<file path="config.mk">
export PLATFORM = sky130hd
export DESIGN_NAME = gmii_mac_tx
export DESIGN_NICKNAME = d
export VERILOG_FILES = /design/src/rtl/gmii_pkg.sv /design/src/rtl/crc32_d8.sv /design/src/rtl/gmii_mac_tx.sv
export SDC_FILE = /design/constraint.sdc
export NUM_CORES = 1
export LEC_CHECK = 0
export CAP_MARGIN = 10
export CORE_UTILIZATION = 57
export DETAILED_ROUTE_END_ITERATION = 8
export PLACE_DENSITY = 0.83
export SLEW_MARGIN = 20
export SYNTH_ARGS = -nofsm -noshare
export SYNTH_HDL_FRONTEND = slang
export SYNTH_SLANG_ARGS = --single-unit
</file>
<file path="constraint.sdc">
create_clock -name tx_clk -period 4 [get_ports tx_clk]
set_clock_uncertainty 0.05 [all_clocks]
set_input_delay 0.4 -clock tx_clk [delete_from_list [all_inputs] [get_ports tx_clk]]
set_output_delay 0.4 -clock tx_clk [all_outputs]
set_load 0.02 [all_outputs]
</file>
<file path="src/rtl/gmii_pkg.sv">
// Shared GMII MAC definitions: transmit FSM state encoding, framing bytes and
// CRC-32 constants used by both the transmit and receive sides.
package gmii_pkg;

    typedef enum logic [2:0] {
        ST_IDLE    = 3'd0,
        ST_PRE     = 3'd1,
        ST_DATA    = 3'd2,
        ST_PAD     = 3'd3,
        ST_FCS     = 3'd4,
        ST_DISCARD = 3'd5,
        ST_IFG     = 3'd6
    } state_t;

    localparam logic [7:0]  PREAMBLE_BYTE = 8'h55;
    localparam logic [7:0]  SFD_DEFAULT   = 8'hD5;
    localparam logic [31:0] CRC_POLY      = 32'hEDB88320;
    localparam logic [31:0] CRC_INIT      = 32'hFFFFFFFF;

endpackage

</file>
<file path="src/rtl/crc32_d8.sv">
// Combinational CRC-32 (reflected, LSB-first) advance by one data byte.
module crc32_d8
    import gmii_pkg::*;
(
    input  logic [31:0] crc_in,
    input  logic [7:0]  d,
    output logic [31:0] crc_out
);

    // Shift the eight data bits through the reflected polynomial, bit 0 first.
    always_comb begin
        logic [31:0] c;
        c = crc_in;
        for (int unsigned i = 0; i < 8; i++) begin
            if (c[0] ^ d[i]) c = (c >> 1) ^ CRC_POLY;
            else             c = c >> 1;
        end
        crc_out = c;
    end

endmodule

</file>
<file path="src/rtl/gmii_mac_tx.sv">
// GMII transmit MAC: preamble, SFD, payload, zero pad to minimum size,
// optional FCS and inter-frame gap on registered txd/txen/txer.
// Define GMII_MAC_TX_FCS_EN to generate and append the CRC-32 FCS.
module gmii_mac_tx
    import gmii_pkg::*;
#(
    parameter logic [7:0]  SFD          = SFD_DEFAULT,
    parameter int unsigned PREAMBLE_LEN = 7,
    parameter int unsigned MIN_PAYLOAD  = 60,
    parameter int unsigned IFG_BYTES    = 12
) (
    input  logic       tx_clk,
    input  logic       reset,
    input  logic [7:0] s_data,
    input  logic       s_valid,
    input  logic       s_last,
    output logic       s_ready,
    output logic [7:0] txd,
    output logic       txen,
    output logic       txer,
    output logic       busy
);

`ifdef GMII_MAC_TX_FCS_EN
    localparam state_t BODY_DONE = ST_FCS;
`else
    localparam state_t BODY_DONE = ST_IFG;
`endif

    state_t      state, state_nxt;
    logic [7:0]  txd_nxt;
    logic        txen_nxt, txer_nxt;
    logic [7:0]  pre_cnt, pre_cnt_nxt;
    logic [7:0]  ifg_cnt, ifg_cnt_nxt;
    logic [15:0] byte_cnt, byte_cnt_nxt;
    logic [15:0] cnt_sat;
    logic [16:0] cnt_inc;

    assign cnt_inc = {1'b0, byte_cnt} + 17'd1;
    assign cnt_sat = (byte_cnt == 16'hFFFF) ? byte_cnt : cnt_inc[15:0];

`ifdef GMII_MAC_TX_FCS_EN
    logic [31:0] crc, crc_nxt, crc_upd, fcs_word;
    logic [7:0]  crc_data;
    logic [1:0]  fcs_cnt, fcs_cnt_nxt;

    // Pad bytes are zeros; only real payload feeds s_data into the CRC.
    assign crc_data = (state == ST_DATA) ? s_data : 8'h00;
    assign fcs_word = ~crc;

    crc32_d8 u_crc (
        .crc_in  (crc),
        .d       (crc_data),
        .crc_out (crc_upd)
    );
`endif

    // Combinational status decode; forced low while reset is held.
    assign s_ready = !reset && (state == ST_DATA || state == ST_DISCARD);
    assign busy    = !reset && (state != ST_IDLE);

    // Next-state and next-output decode; the state names what txd gets next.
    always_comb begin
        state_nxt    = state;
        txd_nxt      = 8'h00;
        txen_nxt     = 1'b0;
        txer_nxt     = 1'b0;
        pre_cnt_nxt  = pre_cnt;
        byte_cnt_nxt = byte_cnt;
        ifg_cnt_nxt  = '0;
`ifdef GMII_MAC_TX_FCS_EN
        crc_nxt      = crc;
        fcs_cnt_nxt  = fcs_cnt;
`endif
        case (state)
            ST_IDLE: begin
                if (s_valid) begin
                    txd_nxt     = PREAMBLE_BYTE;
                    txen_nxt    = 1'b1;
                    pre_cnt_nxt = 8'd1;
                    state_nxt   = ST_PRE;
                end
            end
            ST_PRE: begin
                txen_nxt = 1'b1;
                if (pre_cnt < 8'(PREAMBLE_LEN)) begin
                    txd_nxt     = PREAMBLE_BYTE;
                    pre_cnt_nxt = pre_cnt + 8'd1;
                end else begin
                    txd_nxt      = SFD;
                    byte_cnt_nxt = '0;
`ifdef GMII_MAC_TX_FCS_EN
                    crc_nxt      = CRC_INIT;
                    fcs_cnt_nxt  = '0;
`endif
                    state_nxt    = ST_DATA;
                end
            end
            ST_DATA: begin
                txen_nxt = 1'b1;
                if (s_valid) begin
                    txd_nxt      = s_data;
                    byte_cnt_nxt = cnt_sat;
`ifdef GMII_MAC_TX_FCS_EN
                    crc_nxt      = crc_upd;
`endif
                    if (s_last) begin
                        if (cnt_inc < 17'(MIN_PAYLOAD)) state_nxt = ST_PAD;
                        else                            state_nxt = BODY_DONE;
                    end
                end else begin
                    // Underrun: flag one errored byte, then drop the rest.
                    txer_nxt  = 1'b1;
                    state_nxt = ST_DISCARD;
                end
            end
            ST_PAD: begin
                txen_nxt     = 1'b1;
                byte_cnt_nxt = cnt_sat;
`ifdef GMII_MAC_TX_FCS_EN
                crc_nxt      = crc_upd;
`endif
                if (cnt_inc >= 17'(MIN_PAYLOAD)) state_nxt = BODY_DONE;
            end
`ifdef GMII_MAC_TX_FCS_EN
            ST_FCS: begin
                txen_nxt    = 1'b1;
                txd_nxt     = fcs_word[{fcs_cnt, 3'b000} +: 8];
                fcs_cnt_nxt = fcs_cnt + 2'd1;
                if (fcs_cnt == 2'd3) state_nxt = ST_IFG;
            end
`endif
            ST_DISCARD: begin
                if (s_valid && s_last) state_nxt = ST_IFG;
            end
            ST_IFG: begin
                ifg_cnt_nxt = ifg_cnt + 8'd1;
                if (ifg_cnt == 8'(IFG_BYTES - 1)) state_nxt = ST_IDLE;
            end
            default: state_nxt = ST_IDLE;
        endcase
    end

    // State, counters and registered GMII outputs.
    always_ff @(posedge tx_clk) begin
        if (reset) begin
            state    <= ST_IDLE;
            txd      <= '0;
            txen     <= 1'b0;
            txer     <= 1'b0;
            pre_cnt  <= '0;
            ifg_cnt  <= '0;
            byte_cnt <= '0;
`ifdef GMII_MAC_TX_FCS_EN
            crc      <= CRC_INIT;
            fcs_cnt  <= '0;
`endif
        end else begin
            state    <= state_nxt;
            txd      <= txd_nxt;
            txen     <= txen_nxt;
            txer     <= txer_nxt;
            pre_cnt  <= pre_cnt_nxt;
            ifg_cnt  <= ifg_cnt_nxt;
            byte_cnt <= byte_cnt_nxt;
`ifdef GMII_MAC_TX_FCS_EN
            crc      <= crc_nxt;
            fcs_cnt  <= fcs_cnt_nxt;
`endif
        end
    end

endmodule
</file>
Word-level counts from Yosys, hierarchy flattened
Cells that the tools add are included.

word-level totals
  logic and storage cells = 68
  output and inout bits = 12
  bits in registers = 45
  bits of input ports = 12

operators by class
  mux-type cells = 23
  reductions and logical operators = 15
  bitwise logic cells = 2
  add/sub/neg operators = 3
  equality and inequality tests = 15
  $lt $le $gt $ge = 3

operators with widths
  cell                   number
  $mux 16                3
  $pmux 16 s3            1
  $mux 8                 4
  $mux 3                 8
  $pmux 8 s3             1
  $pmux 3 s6             1
  $add 16x1->17 const B  1
  $ge 17x6->1 const B    1
  $lt 17x6->1 const B    1
  $add 8x1->8 const B    2
  $eq 16x16->1 const B   1
  $pmux 8 s2             1
  $ne 2x2->1 const B     6
  $eq 8x4->1 const B     1
  $lt 8x3->1 const B     1
  $mux 7                 1
  $eq 3x2->1 const B     2
  $eq 3x3->1 const B     2
  $reduce_and 3->1       2
  $reduce_and 6->1       1
  $reduce_bool 3->1      2
  $reduce_or 2->1        2
  $eq 3x1->1 const B     1
  $logic_and 1x1->1      3
  other kinds (10)       12

Logic depth before layout (Yosys ltp)
Gate-level depths: netlist (run 1).

  depth after elaboration = 6
  gate-level depth with buffers = 8
  depth with buffers taken out = 7

Least setup slack after synthesis (run 1)
No wires, ideal clock.

  path kind = register to register
  start = reg byte_cnt[0]
  end = reg byte_cnt[7]
  period minus slack after synthesis = 1.918 ns
  path slack = 2.082 ns
  data arrival time = 1.797 ns
  library setup time = 0.070 ns
  data required time = 3.880 ns
  stages on the path, launching flop included = 9
  path buffers = 1
  cell sequence = dfxtp_1 > ha_1 > nand3_2 > nor2_4 > a31oi_1 > o21bai_2 > buf_2 > nand2_1 > a21oi_1

on the way
  word-level cells in the longest chain between the ends = 4
  elaborated cells on any way between the ends = 5
  those cells by class = add/sub: 1; eq/ne: 1; mux: 3

RTL lines
  what                                           line                                  RTL
  start: declaration                             gmii_mac_tx.sv:35                     logic [15:0] byte_cnt, byte_cnt_nxt;
  start signal: assignment                       gmii_mac_tx.sv:165                    byte_cnt <= byte_cnt_nxt;
  $add 16x1->17 or $eq 16x16->1 (tied branches)  gmii_mac_tx.sv:39, gmii_mac_tx.sv:40
  $mux 16 *                                      gmii_mac_tx.sv:40                     assign cnt_sat = (byte_cnt == 16'hFFFF) ? byte_cnt : cnt_inc[15:0];
  $mux 16                                        gmii_mac_tx.sv:101                    if (s_valid) begin
  $pmux 16 s3 *                                  gmii_mac_tx.sv:75                     case (state)

Mark *: on every way between the ends. The rest lies on a longest branch, timed or not. The select of a mux whose other input is x is not followed.
A chain may end at the register's enable or synchronous reset.

Worst setup path in the final report (run 1)
  start = reg state[1]
  end = out s_ready

on the way
  word-level cells in the longest chain between the ends = 3
  elaborated cells on any way between the ends = 4
  those cells by class = eq/ne: 2; reduce/logical: 2

RTL lines
  what                                      line                RTL
  start: declaration                        gmii_mac_tx.sv:30   state_t state, state_nxt;
  start signal: assignment                  gmii_mac_tx.sv:159  state <= state_nxt;
  $eq 3x2->1 or $eq 3x3->1 (tied branches)  gmii_mac_tx.sv:59   assign s_ready = !reset && (state == ST_DATA || state == ST_DISCARD);
  $logic_or 1x1->1 *                        gmii_mac_tx.sv:59
  $logic_and 1x1->1 *                       gmii_mac_tx.sv:59
  end: declaration                          gmii_mac_tx.sv:17   output logic s_ready,

Mark *: on every way between the ends. The rest lies on a longest branch, timed or not.

==> summary.txt, run 1 <==
Outcome
  • Outcome: finished, final reports clean

Logic synthesis
  • Post-Synth Adder-Cell Area: 0.02025
  • Number of nets in the synthesized netlist: between 300 and 400
  • Warnings, synthesis: 0
  • Part of the Yosys area used for sequential elements: 0.3646
  • Number of synthesized flops with an enable pin: 0
  • Combinational family with the most area after synthesis: simple AND/OR/NAND/NOR gates
  • Multiplexer share of the synthesized area: 0.004557
  • Average footprint of a synthesized cell: 7.946 µm²
  • Post-Synthesis Cells: 311
  • Yosys cell types: 59
  • Total of flip-flops plus latches after synthesis: 45
  • Synth Flop Type: sky130_fd_sc_hd__dfxtp_1
  • Post-Synth XOR/XNOR Area: 0.04911
  • Synthesized-area fraction occupied by and/or/nand/nor cells: 0.3119
  • Fraction of the mapped netlist area in compound gates: 0.2091
  • Share of synthesized registers carrying an async set or reset: 0
  • Cell Area, Synth: between 2000 and 2500 µm²

Die
  • Floorplan row count: 23
  • Core area: 4086 µm²
  • Starting density of the core: 0.6047
  • Die width: around 68 µm
  • I/O pins: 24
  • Area enclosed by the die boundary: 4602 µm²
  • Vertical die dimension: 67.84 µm

Setup path
  • Critical-path maximum fanout: 24
  • Worst-path cell chain: nor2b_1 -> nand2b_1 -> a21oi_1 -> clkdlybuf4s50_1
  • Crit path max-delay family: flip-flops
  • Data arrival time of the worst path: 2.29 ns
  • Critical path required time: 3.55 ns
  • Type of origin of the critical path: flop
  • Cell with the biggest individual delay on the critical path: sky130_fd_sc_hd__dfxtp_1
  • Critical path capture point type: output port
  • Biggest cell delay along the critical path: 0.82 ns
  • Critical path class: flop to output port
  • Buf+Inv Stages, Crit Path: 1

Pwr
  • Leak: 0.9559 nW
  • Worst voltage drop across the vdd grid: 0.1950 mV
  • Power per unit of standard cell area: around 310 nW/µm²

Global routing
  • Number of antenna violations at the first check in global routing: 0
  • Total grt overflow: 0
  • Global-route wire length before repair: 8970 µm
  • Largest net degree at the start of global routing: 26
  • Tot GR Track Use: 0.2576
  • Number of global-route vias before repair: 2043

Routing
  • Routed WL: 5413 µm
  • Via density: 6.134
  • Routed vias: 2288
  • Routed Antenna Nets: 0
  • Starting DRC count in detailed routing: 179
  • Mean routed wirelength per cell: 14.51 µm
  • Count of unresolved DRC violations after routing: 0
  • Total iterations of the first detailed-routing run: 4

Timing
  • Highest achievable clock rate: 364.8 MHz
  • Worst Max-Slew Pin Slew: 0.8988 ns
  • Count of endpoints failing setup in the final report: 0
  • Tightest hold margin: 0.4038 ns
  • Number of hold violations in the final report: 0
  • Final TNS setup: 0 ns
  • Slew HR: 0.3996
  • Crit share post-route: 0.6853
  • RSZ-0062 raised after global routing: false
  • Slew Viols, Final: 0
  • Time the final worst path needs with I/O delays and setup: 2.741 ns

Layout
  • Share of post-route cells with drive strength above 1: 0.06192
  • Area grow syn2layout: 13.27%
  • Post-route standard cell area excluding fillers: 2799 µm²
  • Number of diodes: 0
  • Number of fill cells in the layout: 353
  • Final instance count without filler cells: ~370
  • Net count reported at finish: approximately 340

Placed design
  • Sum of net half-perimeters after detailed placement: 3619 µm
  • Number of cells after detailed placement: 365
  • Standard cell area after detailed placement: 2683 µm²
  • I/O Buffers: 23
  • Routability-driven placement congestion ratio: just over 0.8

Min path
  • Hold Path Class: flop to flop

CTS
  • TritonCTS buffer count: 5
  • Htree depth: 2
  • Count of instances resized after the clock tree is built: 0
  • Latest clock arrival within the worst-skew pair: 0.30 ns
  • Post-CTS Setup Repair Bufs: 0
  • Bufs on Longest Clock Path: 2
  • Number of sinks handled by clock tree synthesis: 45
  • Clk pin slew, worst setup/hold paths: 0.08 ns
  • Number of buffers inserted by hold repair at cts: 0
  • CTS tree: yes
  • Root buffer cell: sky130_fd_sc_hd__clkbuf_8

Run
  • MaxCap Viol Count: 0
final cells by class:
cell class,count,area (µm²),share of cell area
clock buffers,7,86.33,0.03084
repair buffers,24,237.7,0.08494
multi-input cells,243,1470,0.5253
inverters,3,11.26,0.004023
clock inverters,1,30.03,0.01073
flip-flops and latches,45,900.9,0.3219
well taps,50,62.56,0.02235
placed cells by master (no fill, tap or decap), drive strengths merged, types with 3 or more instances in the layout:
master and n:
xor2 6, nand4 6, and2 3, nor4 4, nor3 17, and4 3
clkbuf 7, nor2 32, nor2b 4, nor3b 3, a31oi 12, nand2 33
xnor2 7, ha 4, nand3 14, a21o 3, o21ai 12, clkdlybuf4s50 23
nand2b 6, or3 3, a41oi 3, and3 5, dfxtp 45, a21oi 30
inv 3
worst paths after layout:
path | start | endpoint | slack [ns] | depth (start not counted)
setup reg to reg | byte_cnt[0] | byte_cnt[2] | 1.48 | 7
hold / removal | ifg_cnt[0] | ifg_cnt[0] | 0.40 | 1
hold reg to reg | ifg_cnt[0] | ifg_cnt[0] | 0.40 | 1
setup / recovery | state[1] | s_ready | 1.26 | 4
cell usage after synthesis (6+ instances only):
library cell,count,area (µm²)
sky130_fd_sc_hd__nor2_1,31,116.4
sky130_fd_sc_hd__nand2b_1,6,37.54
sky130_fd_sc_hd__nand2_1,33,123.9
sky130_fd_sc_hd__a21oi_1,30,150.1
sky130_fd_sc_hd__dfxtp_1,45,900.9
sky130_fd_sc_hd__a31oi_1,12,75.07
sky130_fd_sc_hd__buf_2,11,55.05
sky130_fd_sc_hd__nand3_1,12,60.06
sky130_fd_sc_hd__xor2_1,6,52.55
sky130_fd_sc_hd__o21ai_0,12,60.06
sky130_fd_sc_hd__xnor2_1,6,52.55
sky130_fd_sc_hd__nor3_1,16,80.08
sky130_fd_sc_hd__clkbuf_1,7,26.28
kinds of logic (layout without fill, tap and decap cells):
family                   after synthesis  count (layout)
AO/OA/AOI/OAI                         82              82
XOR/XNOR                              13              13
adder cells (fa/ha/maj)                4               4
flip-flops                            45              45
AND/OR/NAND/NOR                      143             143
multiplexers                           1               1
buffers and inverters                 23              35
per-stage QoR:
stage	setup slack [ns]	util	power (W)
floorplan	2.082	-	0.0004990
global placement	1.476	0.6565	0.0005239
detailed placement	1.400	0.6565	0.0005247
CTS	1.267	0.6849	0.0008758
global route	1.039	0.6849	0.0008953
finish	1.259	0.6849	0.0008698
routing by layer:
metal  GRT usage  share of wire
met1      0.3286           0.46
met2      0.4257           0.48
met3     0.04667          0.050
met4      0.1068          0.017
met5           0              0
where the power goes:
group           total, W  internal [W]  switching, W
clock           0.000356      0.000204      0.000152
sequential      0.000460      0.000453    0.00000627
combinational  0.0000544     0.0000268     0.0000276
state kept, by name, indices dropped and copies added, names as in the netlist:
register  count
byte_cnt     16
txer          1
state         3
txen          1
pre_cnt       8
ifg_cnt       8
txd           8
Power figures use the tool's default switching activity.
==> run 2: changes to the inputs <==
--- a/config.mk
+++ b/config.mk
@@ -6,9 +6,9 @@
 export NUM_CORES = 1
 export LEC_CHECK = 0
 export CAP_MARGIN = 10
-export CORE_UTILIZATION = 57
+export CORE_UTILIZATION = 51
 export DETAILED_ROUTE_END_ITERATION = 8
-export PLACE_DENSITY = 0.83
+export PLACE_DENSITY = 0.78
 export SLEW_MARGIN = 20
 export SYNTH_ARGS = -nofsm -noshare
 export SYNTH_HDL_FRONTEND = slang
==> constraint.sdc (replaced) <==
create_clock -name tx_clk -period 2.25 [get_ports tx_clk]
set_clock_uncertainty 0.05 [all_clocks]
set_input_delay 0.225 -clock tx_clk [delete_from_list [all_inputs] [get_ports tx_clk]]
set_output_delay 0.225 -clock tx_clk [all_outputs]
set_load 0.02 [all_outputs]
==> run 2 against run 1 <==
Combinational power up 100%. Non-clock buffer count increased by 22. Die area rose by 11%. Hold slack lost 0.0086 ns. Global-route usage fell by 2.6 points. Design area up 5.0%. Critical path depth did not move. Worst setup slack lost 1.1 ns. Count of clock-buffer cells in the layout decreased by 2. Utilization is 3.2 points lower. Highest routed layer unchanged. Register-to-register slack lost 1.3 ns. First-iteration DRC count fell by 25%.
==> summary.txt, run 2 (synthesis gave the netlist of run 1 again) <==
Outcome
  • Outcome: finished, final reports clean (unchanged)

Routing
  • Routed WL: 5490 µm (was 5413 µm)
  • Total iterations of the first detailed-routing run: 4 (unchanged)
  • Starting DRC count in detailed routing: 134 (was 179)
  • Routed Antenna Nets: 0 (unchanged)
  • Mean routed wirelength per cell: 13.86 µm (was 14.51 µm)
  • Count of unresolved DRC violations after routing: 0 (unchanged)
  • Routed vias: 2334 (was 2288)
  • Via density: 5.894 (was 6.134)

Die
  • Area enclosed by the die boundary: 5128 µm² (was 4602 µm²)
  • Starting density of the core: 0.5486 (was 0.6047)
  • Vertical die dimension: 71.61 µm (was 67.84 µm)
  • Core area: 4504 µm² (was 4086 µm²)
  • Die width: 71.61 µm (was 67.84 µm)
  • I/O pins: 24 (unchanged)
  • Floorplan row count: 24 (was 23)

Layout
  • Final design utilization: 0.6525 (was 0.6849)
  • Net count reported at finish: 360 (was 338)
  • Register with the most flip-flops: byte_cnt (unchanged)
  • Most common cell after layout, fill and taps aside: sky130_fd_sc_hd__dfxtp_1 (unchanged)
  • Max reg flops: 16 (unchanged)
  • Area grow syn2layout: 18.94% (was 13.27%)
  • Share of post-route cells with drive strength above 1: 0.1279 (was 0.06192)
  • Commonest non-fill, non-tap cells in the layout: sky130_fd_sc_hd__dfxtp_1 (44), sky130_fd_sc_hd__nand2_1 (33), sky130_fd_sc_hd__nor2_1 (31) (was sky130_fd_sc_hd__dfxtp_1 (45), sky130_fd_sc_hd__nand2_1 (33), sky130_fd_sc_hd__nor2_1 (31))
  • Number of diodes: 0 (unchanged)

CTS
  • Bufs on Longest Clock Path: 2 (unchanged)
  • TritonCTS buffer count: 5 (unchanged)
  • Root buffer cell: sky130_fd_sc_hd__clkbuf_8 (unchanged)
  • Number of buffers inserted by hold repair at cts: 0 (unchanged)
  • Latest clock arrival within the worst-skew pair: 0.31 ns (was 0.30 ns)
  • Number of sinks handled by clock tree synthesis: 45 (unchanged)
  • CTS tree: yes (unchanged)
  • Clk pin slew, worst setup/hold paths: 0.09 ns (was 0.08 ns)
  • Post-CTS Setup Repair Bufs: 0 (unchanged)
  • Htree depth: 2 (unchanged)

Global routing
  • Total grt overflow: 0 (unchanged)
  • Number of global-route vias before repair: 2104 (was 2043)
  • Tot GR Track Use: 0.2318 (was 0.2576)
  • Number of antenna violations at the first check in global routing: 0 (unchanged)
  • Global-route wire length before repair: 9480 µm (was 8970 µm)
  • Largest net degree at the start of global routing: 19 (was 26)

Setup path
  • FF-to-FF path depth: 6 (was 7)
  • Critical path required time: 1.98 ns (was 3.55 ns)
  • Worst flop-to-flop path endpoint: byte_cnt[8] (was byte_cnt[2])
  • Worst reg2reg startpoint: byte_cnt[1] (was byte_cnt[0])
  • Worst reg2reg setup slack: 0.22 ns (was 1.48 ns)
  • Launching element of the worst setup path: state[1] (unchanged)
  • Type of origin of the critical path: flop (unchanged)
  • Crit path to: s_ready (unchanged)
  • Critical path class: flop to output port (unchanged)
  • Critical path capture point type: output port (unchanged)
  • Data arrival time of the worst path: 1.83 ns (was 2.29 ns)
  • Critical-path maximum fanout: 8 (was 24)

Timing
  • Number of hold violations in the final report: 0 (unchanged)
  • Crit share post-route: 0.9354
  • Worst Max-Slew Pin Slew: 0.6315 ns (was 0.8988 ns)
  • Highest achievable clock rate: around 480 MHz
  • Time the final worst path needs with I/O delays and setup: 2.105 ns
  • RSZ-0062 raised after global routing: false (unchanged)
  • Slew Viols, Final: 0 (unchanged)
  • Final TNS setup: 0 ns (unchanged)
  • Slew HR: 0.5790 (was 0.3996)
  • Count of endpoints failing setup in the final report: 0 (unchanged)

Pwr
  • Switching Fraction: 0.2464 (was 0.2135)
  • Power per unit of standard cell area: 485.1 nW/µm² (was 310.8 nW/µm²)
  • Internal Dissipation: 0.001074 W (was 0.0006841 W)
  • Part of the total power dissipated in the clock network: 0.352 (was 0.409)
  • Worst voltage drop across the vdd grid: 0.2855 mV (was 0.1950 mV)
  • Switching power: 0.0003513 W (was 0.0001857 W)
  • Combinational cell fraction of total power: 0.076 (was 0.063)
  • Leak: 1.049 nW (was 0.9559 nW)
  • Share of power burned in registers: 0.571 (was 0.529)

Placed design
  • I/O Buffers: 23 (unchanged)
  • Routability-driven placement congestion ratio: 0.8635 (was 0.8078)
  • Sum of net half-perimeters after detailed placement: 3924 µm (was 3619 µm)

Min path
  • Startpoint of the worst hold path: ifg_cnt[0] (unchanged)
  • Hold Path Class: flop to flop (unchanged)

Run
  • MaxCap Viol Count: 0 (unchanged)
==> run 2: cell types whose count changed in the layout (fill, tap and decap cells not counted) <==
cell and delta:
sky130_fd_sc_hd__clkinvlp_4 +1, sky130_fd_sc_hd__clkbuf_8 -1, sky130_fd_sc_hd__nor2b_1 -1, sky130_fd_sc_hd__bufinv_16 -1, sky130_fd_sc_hd__clkinv_4 +1, sky130_fd_sc_hd__dfxtp_2 +1
sky130_fd_sc_hd__clkbuf_1 -1, sky130_fd_sc_hd__dfxtp_1 -1, sky130_fd_sc_hd__buf_4 +22, sky130_fd_sc_hd__nor2b_2 +1
==> run 2: how the worst min path moves through the flow <==
stage / to / cells past startpoint / slack, ns
2_1_floorplan: txd[1] / 1 / 0.30
6_report: ifg_cnt[0] / 1 / 0.40
4_1_cts: ifg_cnt[0] / 1 / 0.40
5_1_grt: ifg_cnt[0] / 1 / 0.42
3_5_place_dp: ifg_cnt[0] / 1 / 0.38
3_3_place_gp: ifg_cnt[0] / 1 / 0.38
==> run 2: worst max-delay path, stage by stage (launching register included) <==
cell and delay, ns:
sky130_fd_sc_hd__dfxtp_2 0.41, sky130_fd_sc_hd__nor2b_2 0.24, sky130_fd_sc_hd__nand2b_1 0.08, sky130_fd_sc_hd__a21oi_1 0.17, sky130_fd_sc_hd__clkdlybuf4s50_1 0.62
==> run 2: cell type report <==
type | count | area [µm²]
tap | 52 | 65.06
timing repair buffer | 46 | 402.9
inverter | 3 | 11.26
clock inverter | 2 | 16.27
sequential | 45 | 902.1
multi-input combinational | 243 | 1473
clock buffer | 5 | 68.82
fill | 403 | 1565
==> run 2: metal layers <==
metal / global-route usage / share of wire / up-vias
met5: 0 / 0 / -
met4: 0.07843 / 0.013 / 0
met3: 0.04219 / 0.030 / 8
met2: 0.3857 / 0.48 / 35
met1: 0.3036 / 0.48 / 1093
li1: - / - / 1198
==> run 2: power groups by stage <==
stage	Sequential (W)	Combinational, W	Clock (W)
2_1_floorplan	0.000840	0.0000470	0
3_3_place_gp	0.000833	0.000106	0
3_5_place_dp	0.000833	0.000107	0
4_1_cts	0.000814	0.000108	0.000510
5_1_grt	0.000816	0.000118	0.000540
6_report	0.000815	0.000109	0.000502
==> run 2: metrics by stage <==
stage	power, W	cells	area (µm²)	worst slack (ns)	hold WS, ns
finish	0.001426	396	2939	0.1454	0.3952
global route	0.001474	396	2939	0.05589	0.4213
CTS	0.001433	396	2935	0.008326	0.3955
detailed placement	0.0009405	389	2850	0.1508	0.3828
global placement	0.0009389	389	2850	0.1830	0.3778
floorplan	0.0008871	311	2471	0.3324	0.2967
==> run 2: what timing repair did <==
action | 4_1_cts | 5_1_grt
endpoints found under the hold margin | 0 | 0
endpoints found under the setup margin | 0 | 1
resized for setup | 0 | 2
==> run 3: changes to the inputs <==
--- a/config.mk
+++ b/config.mk
@@ -9,7 +9,6 @@
 export CORE_UTILIZATION = 51
 export DETAILED_ROUTE_END_ITERATION = 8
 export PLACE_DENSITY = 0.78
-export SLEW_MARGIN = 20
 export SYNTH_ARGS = -nofsm -noshare
 export SYNTH_HDL_FRONTEND = slang
 export SYNTH_SLANG_ARGS = --single-unit
==> results of run 3 <==
No change in the layout: final DEF, timing and power equal those of run 2.
